===== src/rtl/genius_timer_pkg.sv =====
// Shared types and default durations for the Genius game timers.
package genius_timer_pkg;

  // Per-timer state encoding.
  typedef enum logic [1:0] {
    IDLE = 2'd0,
    RUN  = 2'd1,
    DONE = 2'd2
  } timer_state_e;

  // Default timing, also used by the Genius top level.
  localparam int unsigned DEF_TICK_DIV = 50000;
  localparam int unsigned DEF_T1_BASE  = 800;
  localparam int unsigned DEF_T1_STEP  = 40;
  localparam int unsigned DEF_T1_MIN   = 200;
  localparam int unsigned DEF_T2_DUR   = 3000;
  localparam int unsigned DEF_LVL_W    = 5;
  localparam int unsigned DEF_CNT_W    = 16;

endpackage


===== src/rtl/genius_down_timer.sv =====
// One tick-driven down timer: IDLE -> RUN -> DONE, restartable by load.
module genius_down_timer
  import genius_timer_pkg::*;
#(
  parameter int unsigned CNT_W = DEF_CNT_W
) (
  input  logic             clk,
  input  logic             reset,
  input  logic             load,
  input  logic [CNT_W-1:0] dur,
  input  logic             tick,
  output logic             ended,
  output logic             busy
);

  timer_state_e     state_q, state_d;
  logic [CNT_W-1:0] cnt_q, cnt_d;

  // State, count and registered status flags.
  always_ff @(posedge clk) begin
    if (reset) begin
      state_q <= IDLE;
      cnt_q   <= '0;
      ended   <= 1'b0;
      busy    <= 1'b0;
    end else begin
      state_q <= state_d;
      cnt_q   <= cnt_d;
      ended   <= (state_d == DONE);
      busy    <= (state_d == RUN);
    end
  end

  // Next state: load wins over a same-cycle tick, so a restart never expires.
  always_comb begin
    state_d = state_q;
    cnt_d   = cnt_q;
    if (load) begin
      state_d = RUN;
      cnt_d   = dur;
    end else if ((state_q == RUN) && tick) begin
      if (cnt_q > CNT_W'(1)) begin
        cnt_d = cnt_q - CNT_W'(1);
      end else begin
        state_d = DONE;
        cnt_d   = '0;
      end
    end
  end

endmodule


===== src/rtl/genius_timer_sched.sv =====
// Two game timers sharing a 1 ms prescaler; timer 1 shortens with level.
module genius_timer_sched
  import genius_timer_pkg::*;
#(
  parameter int unsigned TICK_DIV = DEF_TICK_DIV,
  parameter int unsigned T1_BASE  = DEF_T1_BASE,
  parameter int unsigned T1_STEP  = DEF_T1_STEP,
  parameter int unsigned T1_MIN   = DEF_T1_MIN,
  parameter int unsigned T2_DUR   = DEF_T2_DUR,
  parameter int unsigned LVL_W    = DEF_LVL_W,
  parameter int unsigned CNT_W    = DEF_CNT_W
) (
  input  logic             CLK,
  input  logic             RESET,
  input  logic             START_1,
  input  logic             START_2,
  input  logic [LVL_W-1:0] LEVEL,
  input  logic             HOLD,
  output logic             END_1,
  output logic             END_2,
  output logic             BUSY_1,
  output logic             BUSY_2,
  output logic             TICK
);

  localparam int unsigned PRE_W  = (TICK_DIV > 2) ? $clog2(TICK_DIV) : 1;
  localparam int unsigned PROD_W = LVL_W + CNT_W;
  localparam logic [PRE_W-1:0] PRE_LAST = PRE_W'(TICK_DIV - 1);

  logic [PRE_W-1:0]  pre_q, pre_d;
  logic [PROD_W-1:0] prod_c, diff_c;
  logic [CNT_W-1:0]  d1_c;
  logic [CNT_W-1:0]  d2_c;
  logic              tick_en_c;

  // Free-running prescaler wrap.
  always_comb begin
    pre_d = (pre_q == PRE_LAST) ? '0 : pre_q + PRE_W'(1);
  end

  // Prescaler register; TICK is registered so it is high exactly while pre_q is at the last count.
  always_ff @(posedge CLK) begin
    if (RESET) begin
      pre_q <= '0;
      TICK  <= 1'b0;
    end else begin
      pre_q <= pre_d;
      TICK  <= (pre_d == PRE_LAST);
    end
  end

  // Timer-1 duration: base minus level ramp, floored, saturating instead of wrapping.
  always_comb begin
    prod_c = PROD_W'(LEVEL) * PROD_W'(T1_STEP);
    diff_c = PROD_W'(T1_BASE) - prod_c;
    if (prod_c >= PROD_W'(T1_BASE)) begin
      d1_c = CNT_W'(T1_MIN);
    end else if (diff_c < PROD_W'(T1_MIN)) begin
      d1_c = CNT_W'(T1_MIN);
    end else begin
      d1_c = CNT_W'(diff_c);
    end
  end

  // HOLD masks ticks to both timers while the prescaler keeps running.
  always_comb begin
    tick_en_c = TICK & ~HOLD;
    d2_c      = CNT_W'(T2_DUR);
  end

  genius_down_timer #(.CNT_W(CNT_W)) u_timer_1 (
    .clk   (CLK),
    .reset (RESET),
    .load  (START_1),
    .dur   (d1_c),
    .tick  (tick_en_c),
    .ended (END_1),
    .busy  (BUSY_1)
  );

  genius_down_timer #(.CNT_W(CNT_W)) u_timer_2 (
    .clk   (CLK),
    .reset (RESET),
    .load  (START_2),
    .dur   (d2_c),
    .tick  (tick_en_c),
    .ended (END_2),
    .busy  (BUSY_2)
  );

endmodule


===== config.mk =====
export PLATFORM = sky130hd
export DESIGN_NAME = genius_timer_sched
export DESIGN_NICKNAME = d
export VERILOG_FILES = /design/src/rtl/genius_timer_pkg.sv /design/src/rtl/genius_down_timer.sv /design/src/rtl/genius_timer_sched.sv
export SDC_FILE = /design/constraint.sdc
export NUM_CORES = 1
export LEC_CHECK = 0
export CAP_MARGIN = 15
export CELL_PAD_IN_SITES_DETAIL_PLACEMENT = 0
export CELL_PAD_IN_SITES_GLOBAL_PLACEMENT = 1
export CORE_MARGIN = 8
export CORE_UTILIZATION = 25
export DETAILED_ROUTE_END_ITERATION = 10
export HOLD_SLACK_MARGIN = 0.15
export PLACE_DENSITY = 0.56
export SLEW_MARGIN = 20
export SYNTH_ARGS = -nofsm -noshare
export SYNTH_HDL_FRONTEND = slang
export SYNTH_SLANG_ARGS = --single-unit

===== constraint.sdc =====
create_clock -name CLK -period 2.4 [get_ports CLK]
set_clock_uncertainty 0.1 [all_clocks]
set_input_delay 0.24 -clock CLK [delete_from_list [all_inputs] [get_ports CLK]]
set_output_delay 0.24 -clock CLK [all_outputs]
set_load 0.02 [all_outputs]

# Yosys cells after proc, flatten, opt, wreduce, memory -nomap -nowiden
# Index checks and enable logic that the tools add are counted.
# word_totals
register_bits	57
input_bits	10
output_inout_bits	5
elab_cells	50
# classes
add_sub_neg	4
multipliers	1
magnitude_cmp	4
n_eq_ne	8
n_mux	15
bitwise	2
reduce_logical	5
# op_table
operator	n
two-way mux 16 bit	7
== test 16 bit (second input constant)	2
> comparator 16 x 1 -> 1 bit (second input constant)	2
subtractor 16 x 1 -> 16 bit (second input constant)	2
two-way mux 12 bit	2
< comparator 21 x 8 -> 1 bit (second input constant)	1
adder 16 x 1 -> 16 bit (second input constant)	1
two-way mux 2 bit	6
subtractor 10 x 11 -> 12 bit (first input constant)	1
>= comparator 11 x 10 -> 1 bit (second input constant)	1
== test 2 x 1 -> 1 bit (second input constant)	4
multiplier 5 x 3 -> 8 bit (second input constant)	1
== test 2 bit (second input constant)	2
nonzero test 2 bit	2
logical AND 1 bit	2
OR reduction 2 bit	1
bitwise AND 1 bit	1
inverter 1 bit	1

# Longest topological paths before layout
# Gate-level depths: netlist (run 1).
# depth
word_depth	6
depth_mapped	10
depth_no_buf	10

# By module
# Synthesis (run 1) repeated with hierarchy kept, for this count alone.
# unflattened
hier_cells	444
area_unflattened_um2	3547.2
# by_module_without_submodules
module	instances	cells_each	area_each_um2	seq_area_each_um2
genius_down_timer	2	141	1111.1	400.4
genius_timer_sched	1	162	1325.0	340.3

# Least setup slack after synthesis (run 1)
# No wires, ideal clock.
# synth_path
path_kind	input-to-reg
from	in LEVEL[1]
to	reg u_timer_1.cnt_q[12]
setup_time_ns	0.070
t_arrival_ns	2.246
t_required_ns	2.230
setup_slack_ns	-0.017
cell_stages	10
n_path_buf	0
path_cell_list	ha_1 > ha_1 > inv_1 > fa_1 > xnor2_1 > o21ai_0 > nor2_1 > a32oi_1 > or2_2 > a21oi_1
# synth_via
elab_chain_cells	6
word_cells_on_any_way	7
cone_classes	add/sub (1); mul (1); order compare (2); mux (3)
# synth_rtl
element	line	text
start: declaration	genius_timer_sched.sv:17	input logic [LVL_W-1:0] LEVEL,
multiplier 5 x 3 -> 8 bit *	genius_timer_sched.sv:54	prod_c = PROD_W'(LEVEL) * PROD_W'(T1_STEP);
subtractor 10 x 11 -> 12 bit	genius_timer_sched.sv:55	diff_c = PROD_W'(T1_BASE) - prod_c;
< comparator 21 x 8 -> 1 bit	genius_timer_sched.sv:58	end else if (diff_c < PROD_W'(T1_MIN)) begin
two-way mux 16 bit	genius_timer_sched.sv:58	
two-way mux 16 bit *	genius_timer_sched.sv:56	if (prod_c >= PROD_W'(T1_BASE)) begin
two-way mux 16 bit *	genius_down_timer.sv:38	if (load) begin
end signal: assignment	genius_down_timer.sv:28	cnt_q <= cnt_d;
end: declaration	genius_down_timer.sv:17	logic [CNT_W-1:0] cnt_q, cnt_d;
# Every way passes the cells marked *; elsewhere a longest branch is shown, timed or not.
# A chain may end at the register's enable or synchronous reset.

# Worst setup path after layout (run 1)
# layout_path
from	in LEVEL[1]
to	reg u_timer_1.cnt_q[5]
# Same word-level chain as after synthesis.

==> results.cfg, run 1 <==
[run_status]
status = complete, no violations

[cells_and_area]
final_core_util_pct = 32.8
final_cell_area_mm2 = 0.00414
drive_above_1_share_pct = 18.0
final_nets = 464
syn_to_final_growth_pct = 27.7
diodes = 0

[global_routing]
antenna_found_initial = 0
grt_use_total_pct = 9.92
grt-ovfl-total = 0
first_global_vias = 2876
grt_max_degree = 36
grt_pass1_wl_um = 13400

[die]
rows = 41
ios = 15
initial_core_util_pct = 25.7
fp.coreArea_mm2 = 0.0126
dieWidth_um = 130
die_height_um = 130
die_area_mm2 = 0.0169

[routing]
via_per_inst = 4.62
drt_iter0_markers = 114
drt.antenna.violating_nets = 0
vias = 2853
drc = 0
wire_per_inst_um = 12.6
dr.pass1.iters = 4
wl_um = 7750

[clock_tree]
cts_max_path_buffers = 2
path_clk_slew_ps = 50
clkSinkCount = 57
cts_htree_levels = 3
cts_tree = built
clk-insertion-delay-late_ps = 320
root_buffer = clkbuf_16
numCtsBuffers = 9

[timing]
max_freq_mhz = 436
holdWs_ps = 358
worst_pin_slew_ps = 477
setup_tns_ps = 0
timing.final.crit_period_ps = 2290
finalHoldViolCount = 0
drv_slew = 0
rsz0062_at_grt = no
fin_crit_sh_pct = 95.6
relSlewSlack_pct = 67.9
setup_violations = 0

[pwr]
swShare_pct = 26.8
pwr-share-clk_pct = 45.9
combPwrFrac_pct = 18.6
p_sw_w = 0.000786
p_int_w = 0.00215
power_leakage_nw = 1.54
p_per_area_mw_per_mm2 = 708
power_frac_seq_pct = 35.5
ir_worst_vdd_v = 0.000346

[critical_path]
cp-end-kind = flop
cpPeakStageDelay_ps = 520
crit_buf_inv = 2
ff2ff_setup_slack_ps = 200
reg2reg_depth = 6
path_class = input port to flop
path_max_fanout = 3
worstPathRequired_ps = 2550
crit_family = adder cells
path_cells = clkdlybuf4s15_1 > ha_1 > ha_2 > inv_2 > fa_1 > nor2b_4 > nand4_1 > xnor2_2 > a211o_1 > a31oi_1
crit_arrival_ps = 2440
cp_num_cells = 10
cp_slowest_cell = fa_1
startpoint_type = input port

[yosys]
ys_ff_latch = 57
async_reset_ff_share_pct = 0
synth_edf_count = 0
synth_nets = 420
synth.yosys.seq_area_share_pct = 35.2
avgSynthCellArea_um2 = 8.19
ys.flop_type = dfxtp_1
synth_area_mm2 = 0.00324
postSynthCellCount = 396
ys_types = 59
ys_warn_count = 0

[min_path]
min_path_type = flop to flop
hold_depth = 1

[placed_design]
place_area_mm2 = 0.00378
io_buffers = 14
dpl.hpwl_um = 5620
gp_congestion = 0.781

[job]
maxCapViolCount = 0
synth_stat cells (all sizes together) (7+ instances only):
master | n | area share (%)
nor2 | 64 | 7.7
dfxtp | 57 | 35
a21oi | 29 | 4.5
nand2 | 25 | 3.0
o21ai | 19 | 2.9
nand3 | 16 | 2.5
xnor2 | 16 | 4.3
xor2 | 15 | 4.1
inv | 14 | 1.6
ha | 13 | 5.0
nor3 | 13 | 2.0
nor4 | 10 | 3.2
clkbuf | 8 | 0.93
nand3b | 8 | 1.9
a31oi | 7 | 1.4
placed cells by master (no fill, tap or decap), types with 3 or more instances in the layout:
master / instances
a31oi_1: 7
buf_4: 32
dlygate4sd2_1: 3
inv_1: 13
nand4b_1: 5
xnor2_1: 13
xnor2_2: 3
nor2b_1: 5
clkinv_2: 3
or2_2: 4
o21ai_0: 18
xor2_1: 15
clkdlybuf4s50_1: 9
nand3b_1: 8
dfxtp_1: 57
a21oi_1: 28
o31ai_1: 3
nand2b_1: 3
nand3_1: 16
nor4_2: 4
a211oi_1: 5
nor4_1: 5
ha_1: 11
clkbuf_16: 9
a21o_1: 3
nor3_1: 13
a221oi_1: 3
nor2_1: 61
nand2_1: 23
or3_1: 6
and2_1: 6
sequential cells by signal, summed over array words and instances (netlist names):
register,flops
u_timer_1.busy,1
u_timer_1.ended,1
u_timer_2.busy,1
u_timer_1.state_q,2
pre_q,16
u_timer_2.state_q,2
u_timer_2.ended,1
u_timer_2.cnt_q,16
u_timer_1.cnt_q,16
TICK,1
path summary, 6_finish.rpt:
path                                                       start                               to
worst max-delay path                                    LEVEL[1]  u_timer_1.cnt_q[5]$_SDFFE_PP0P_
worst min-delay path                         pre_q[0]$_SDFF_PP0_              pre_q[0]$_SDFF_PP0_
worst max register to register  u_timer_1.cnt_q[13]$_SDFFE_PP0P_  u_timer_1.cnt_q[7]$_SDFFE_PP0P_
worst min register to register               pre_q[0]$_SDFF_PP0_              pre_q[0]$_SDFF_PP0_
per-stage QoR:
step,std cells,power [W],setup slack (ps)
final,617,0.00293,106
after global routing,617,0.00309,8.07
after CTS,616,0.00298,64.2
after detailed placement,600,0.00158,-513
after global placement,600,0.00158,-492
after floorplan,396,0.00140,79.2
cell families (layout without fill, tap and decap cells):
family          after synthesis  in the layout  synth area share, %
mux                           1              1                0.347
simple gates                185            185                 31.7
xor+xnor                     31             31                 8.37
flops                        57             57                 35.2
fa+ha+maj                    14             14                 5.63
buf+inv                      27             76                 3.47
compound gates               81             81                 15.3
worst register-to-register path: cells and delay by family (launching register included):
kind	cells	cell delay, ps
AO/OA/AOI/OAI	4	870
AND/OR/NAND/NOR	2	770
flip-flops	1	340
metal layers:
metal	vias up	GRT usage [%]	wire [um]
li1	1502	-	-
met2	18	16.4	3660
met3	7	2.94	206
met4	0	3.42	87
met1	1326	12.0	3800
met5	-	0	0
power by group through the flow:
stage | sequential, W | clock (W) | combinational (W)
6_report | 0.00104 | 0.00135 | 0.000547
5_1_grt | 0.00105 | 0.00143 | 0.000613
4_1_cts | 0.00104 | 0.00140 | 0.000543
3_5_place_dp | 0.00106 | 0 | 0.000524
3_3_place_gp | 0.00106 | 0 | 0.000525
2_1_floorplan | 0.00105 | 0 | 0.000354
what timing repair did:
item                                    4_1_cts  5_1_grt
hold buffers                                  0        0
endpoints found under the setup margin       11       10
pin swaps                                     9       10
gates resized for setup                      16        5
buffers inserted                              0        1
cell type report:
class                      instances  area (um2)
clock inverter                     6        82.6
clock buffer                      10         229
multi-input combinational        312        2040
sequential                        57        1140
timing repair buffer              46         377
inverter                          14        52.6
tap                              172         215
fill                            1398        8480
Power figures use the tool's default switching activity.
==> inputs of run 2 (changes only) <==
--- a/config.mk
+++ b/config.mk
@@ -8,9 +8,9 @@
 export CAP_MARGIN = 15
 export CELL_PAD_IN_SITES_DETAIL_PLACEMENT = 0
 export CELL_PAD_IN_SITES_GLOBAL_PLACEMENT = 1
-export CORE_MARGIN = 8
 export CORE_UTILIZATION = 25
 export DETAILED_ROUTE_END_ITERATION = 10
+export GPL_TIMING_DRIVEN = 0
 export HOLD_SLACK_MARGIN = 0.15
 export PLACE_DENSITY = 0.56
 export SLEW_MARGIN = 20
==> results.cfg, run 2 (synthesis results as in run 1) <==
[critical_path]
path_cells = ha_2 > and3_4 > and4b_4 > a31o_1 > buf_6 > nor2_4 > or4b_1 > nor4_2
crit_arrival_ps = 2410
path_max_fanout = 9
reg2reg_depth = 8
crit_path_end = TICK$_SDFF_PP0_
cpPeakStageDelay_ps = 450
worstPathRequired_ps = 2530
path_class = flop to flop
ff2ff_setup_slack_ps = 120
cp_slowest_cell = or4b_1
r2r-end = TICK$_SDFF_PP0_
cp-end-kind = flop
startpoint = pre_q[0]$_SDFF_PP0_
timing.rr.start = pre_q[0]$_SDFF_PP0_
startpoint_type = flop

[timing]
rsz0062_at_grt = yes
holdWs_ps = 172
fin_crit_sh_pct = 94.8
drv_slew = 0
worst_pin_slew_ps = 591
max_freq_mhz = 440
relSlewSlack_pct = 60.3
timing.final.crit_period_ps = 2280
finalHoldViolCount = 0
setup_violations = 0

[clock_tree]
cts_tree = built
root_buffer = clkbuf_16
cts_max_path_buffers = 2
clk-insertion-delay-late_ps = 320
path_clk_slew_ps = 50
cts_htree_levels = 3
postCtsHoldBufs = 0
numCtsBuffers = 9
clkSinkCount = 57

[cells_and_area]
final_cell_area_mm2 = 0.00402
reg_top3 = pre_q: 16 flops, u_timer_1.cnt_q: 16 flops, u_timer_2.cnt_q: 16 flops
syn_to_final_growth_pct = 24.1
final_nets = 449
drive_above_1_share_pct = 16.5
nFillCells = 1393
final_common_cell = nor2_1
diodes = 0
fin_cells = 602
mostFrequentLayoutCells = nor2_1, dfxtp_1, a21oi_1, nand2_1, o21ai_0

[die]
die_height_um = 116
die_area_mm2 = 0.0134
fp.coreArea_mm2 = 0.0126
dieWidth_um = 116
rows = 41
ios = 15
initial_core_util_pct = 25.7

[global_routing]
grt_pass1_wl_um = 13200
antenna_found_initial = 0
first_global_vias = 2752
grt-ovfl-total = 0
grt_max_degree = 11
grt_use_total_pct = 12.8

[placed_design]
placedCellCount = 580
io_buffers = 12
gp_congestion = 0.749
place_area_mm2 = 0.00359
dpl.hpwl_um = 5660

[run_status]
status = complete, no violations

[routing]
vias = 2848
drt_iter0_markers = 104
drt.antenna.violating_nets = 0
wire_per_inst_um = 13.2
wl_um = 7940
via_per_inst = 4.73
drc = 0
dr.pass1.iters = 6

[pwr]
power_frac_seq_pct = 36.2
pwr-share-clk_pct = 45.4
ir_worst_vdd_v = 0.000405
p_sw_w = 0.000764
p_int_w = 0.00210
p_per_area_mw_per_mm2 = 713
combPwrFrac_pct = 18.4
swShare_pct = 26.7
power_leakage_nw = 1.44

[job]
maxCapViolCount = 0

[min_path]
min_path_type = input port to flop
## run 2: through the flow
stage	power, W	TNS [ps]	util (%)	setup WS [ps]
after detailed placement	0.00153	-7890	28.4	-735
after global placement	0.00153	-7920	28.4	-746
final	0.00287	0	31.9	125
after floorplan	0.00140	0	-	79.2
after global routing	0.00303	-74.7	31.9	-37.1
after CTS	0.00290	0	31.3	13.5
## run 2: repair_timing
item	4_1_cts	5_1_grt
setup buffers	2	5
resized for setup	23	16
endpoints found under the setup margin	14	26
pin swaps	10	7
## run 2: per-layer routing
layer  vias up  GRT usage [%]  wire length (um)
met4         0           3.85               108
met5         -              0                 0
li1       1473              -                 -
met2        30           20.7              3700
met1      1335           16.5              3890
met3        10           3.45               236
## run 2: power groups by stage
stage	sequential, W	clock, W	combinational (W)
floorplan	0.00105	0	0.000354
global placement	0.00105	0	0.000471
detailed placement	0.00106	0	0.000473
CTS	0.00104	0.00136	0.000508
global route	0.00104	0.00139	0.000594
finish	0.00104	0.00130	0.000527
## run 2: critical path, delay by kind of cell, from the launching register on
family / cells / cell delay, ps
simple gates: 5 / 1190
flops: 1 / 330
fa+ha+maj: 1 / 210
compound gates: 1 / 210
buf+inv: 1 / 140
## run 2: worst min-delay path by stage
stage | depth (start not counted) | start | slack (ps) | endpoint
global route | 2 | RESET | 190 | u_timer_1.cnt_q[6]$_SDFFE_PP0P_
detailed placement | 1 | pre_q[0]$_SDFF_PP0_ | 350 | pre_q[0]$_SDFF_PP0_
floorplan | 1 | pre_q[0]$_SDFF_PP0_ | 330 | pre_q[0]$_SDFF_PP0_
CTS | 2 | RESET | 170 | u_timer_1.cnt_q[7]$_SDFFE_PP0P_
global placement | 1 | pre_q[0]$_SDFF_PP0_ | 340 | pre_q[0]$_SDFF_PP0_
finish | 2 | RESET | 170 | u_timer_1.cnt_q[7]$_SDFFE_PP0P_
## run 2: final cells by class
cell class                 instances  area (um2)  area share [%]
tap                              172         215            5.35
timing repair buffer              19         148            3.67
clock inverter                     2        35.0           0.871
clock buffer                      14         274            6.81
buffer                            12        56.3            1.40
multi-input combinational        312        2100            52.2
inverter                          14        52.6            1.31
sequential                        57        1140            28.4
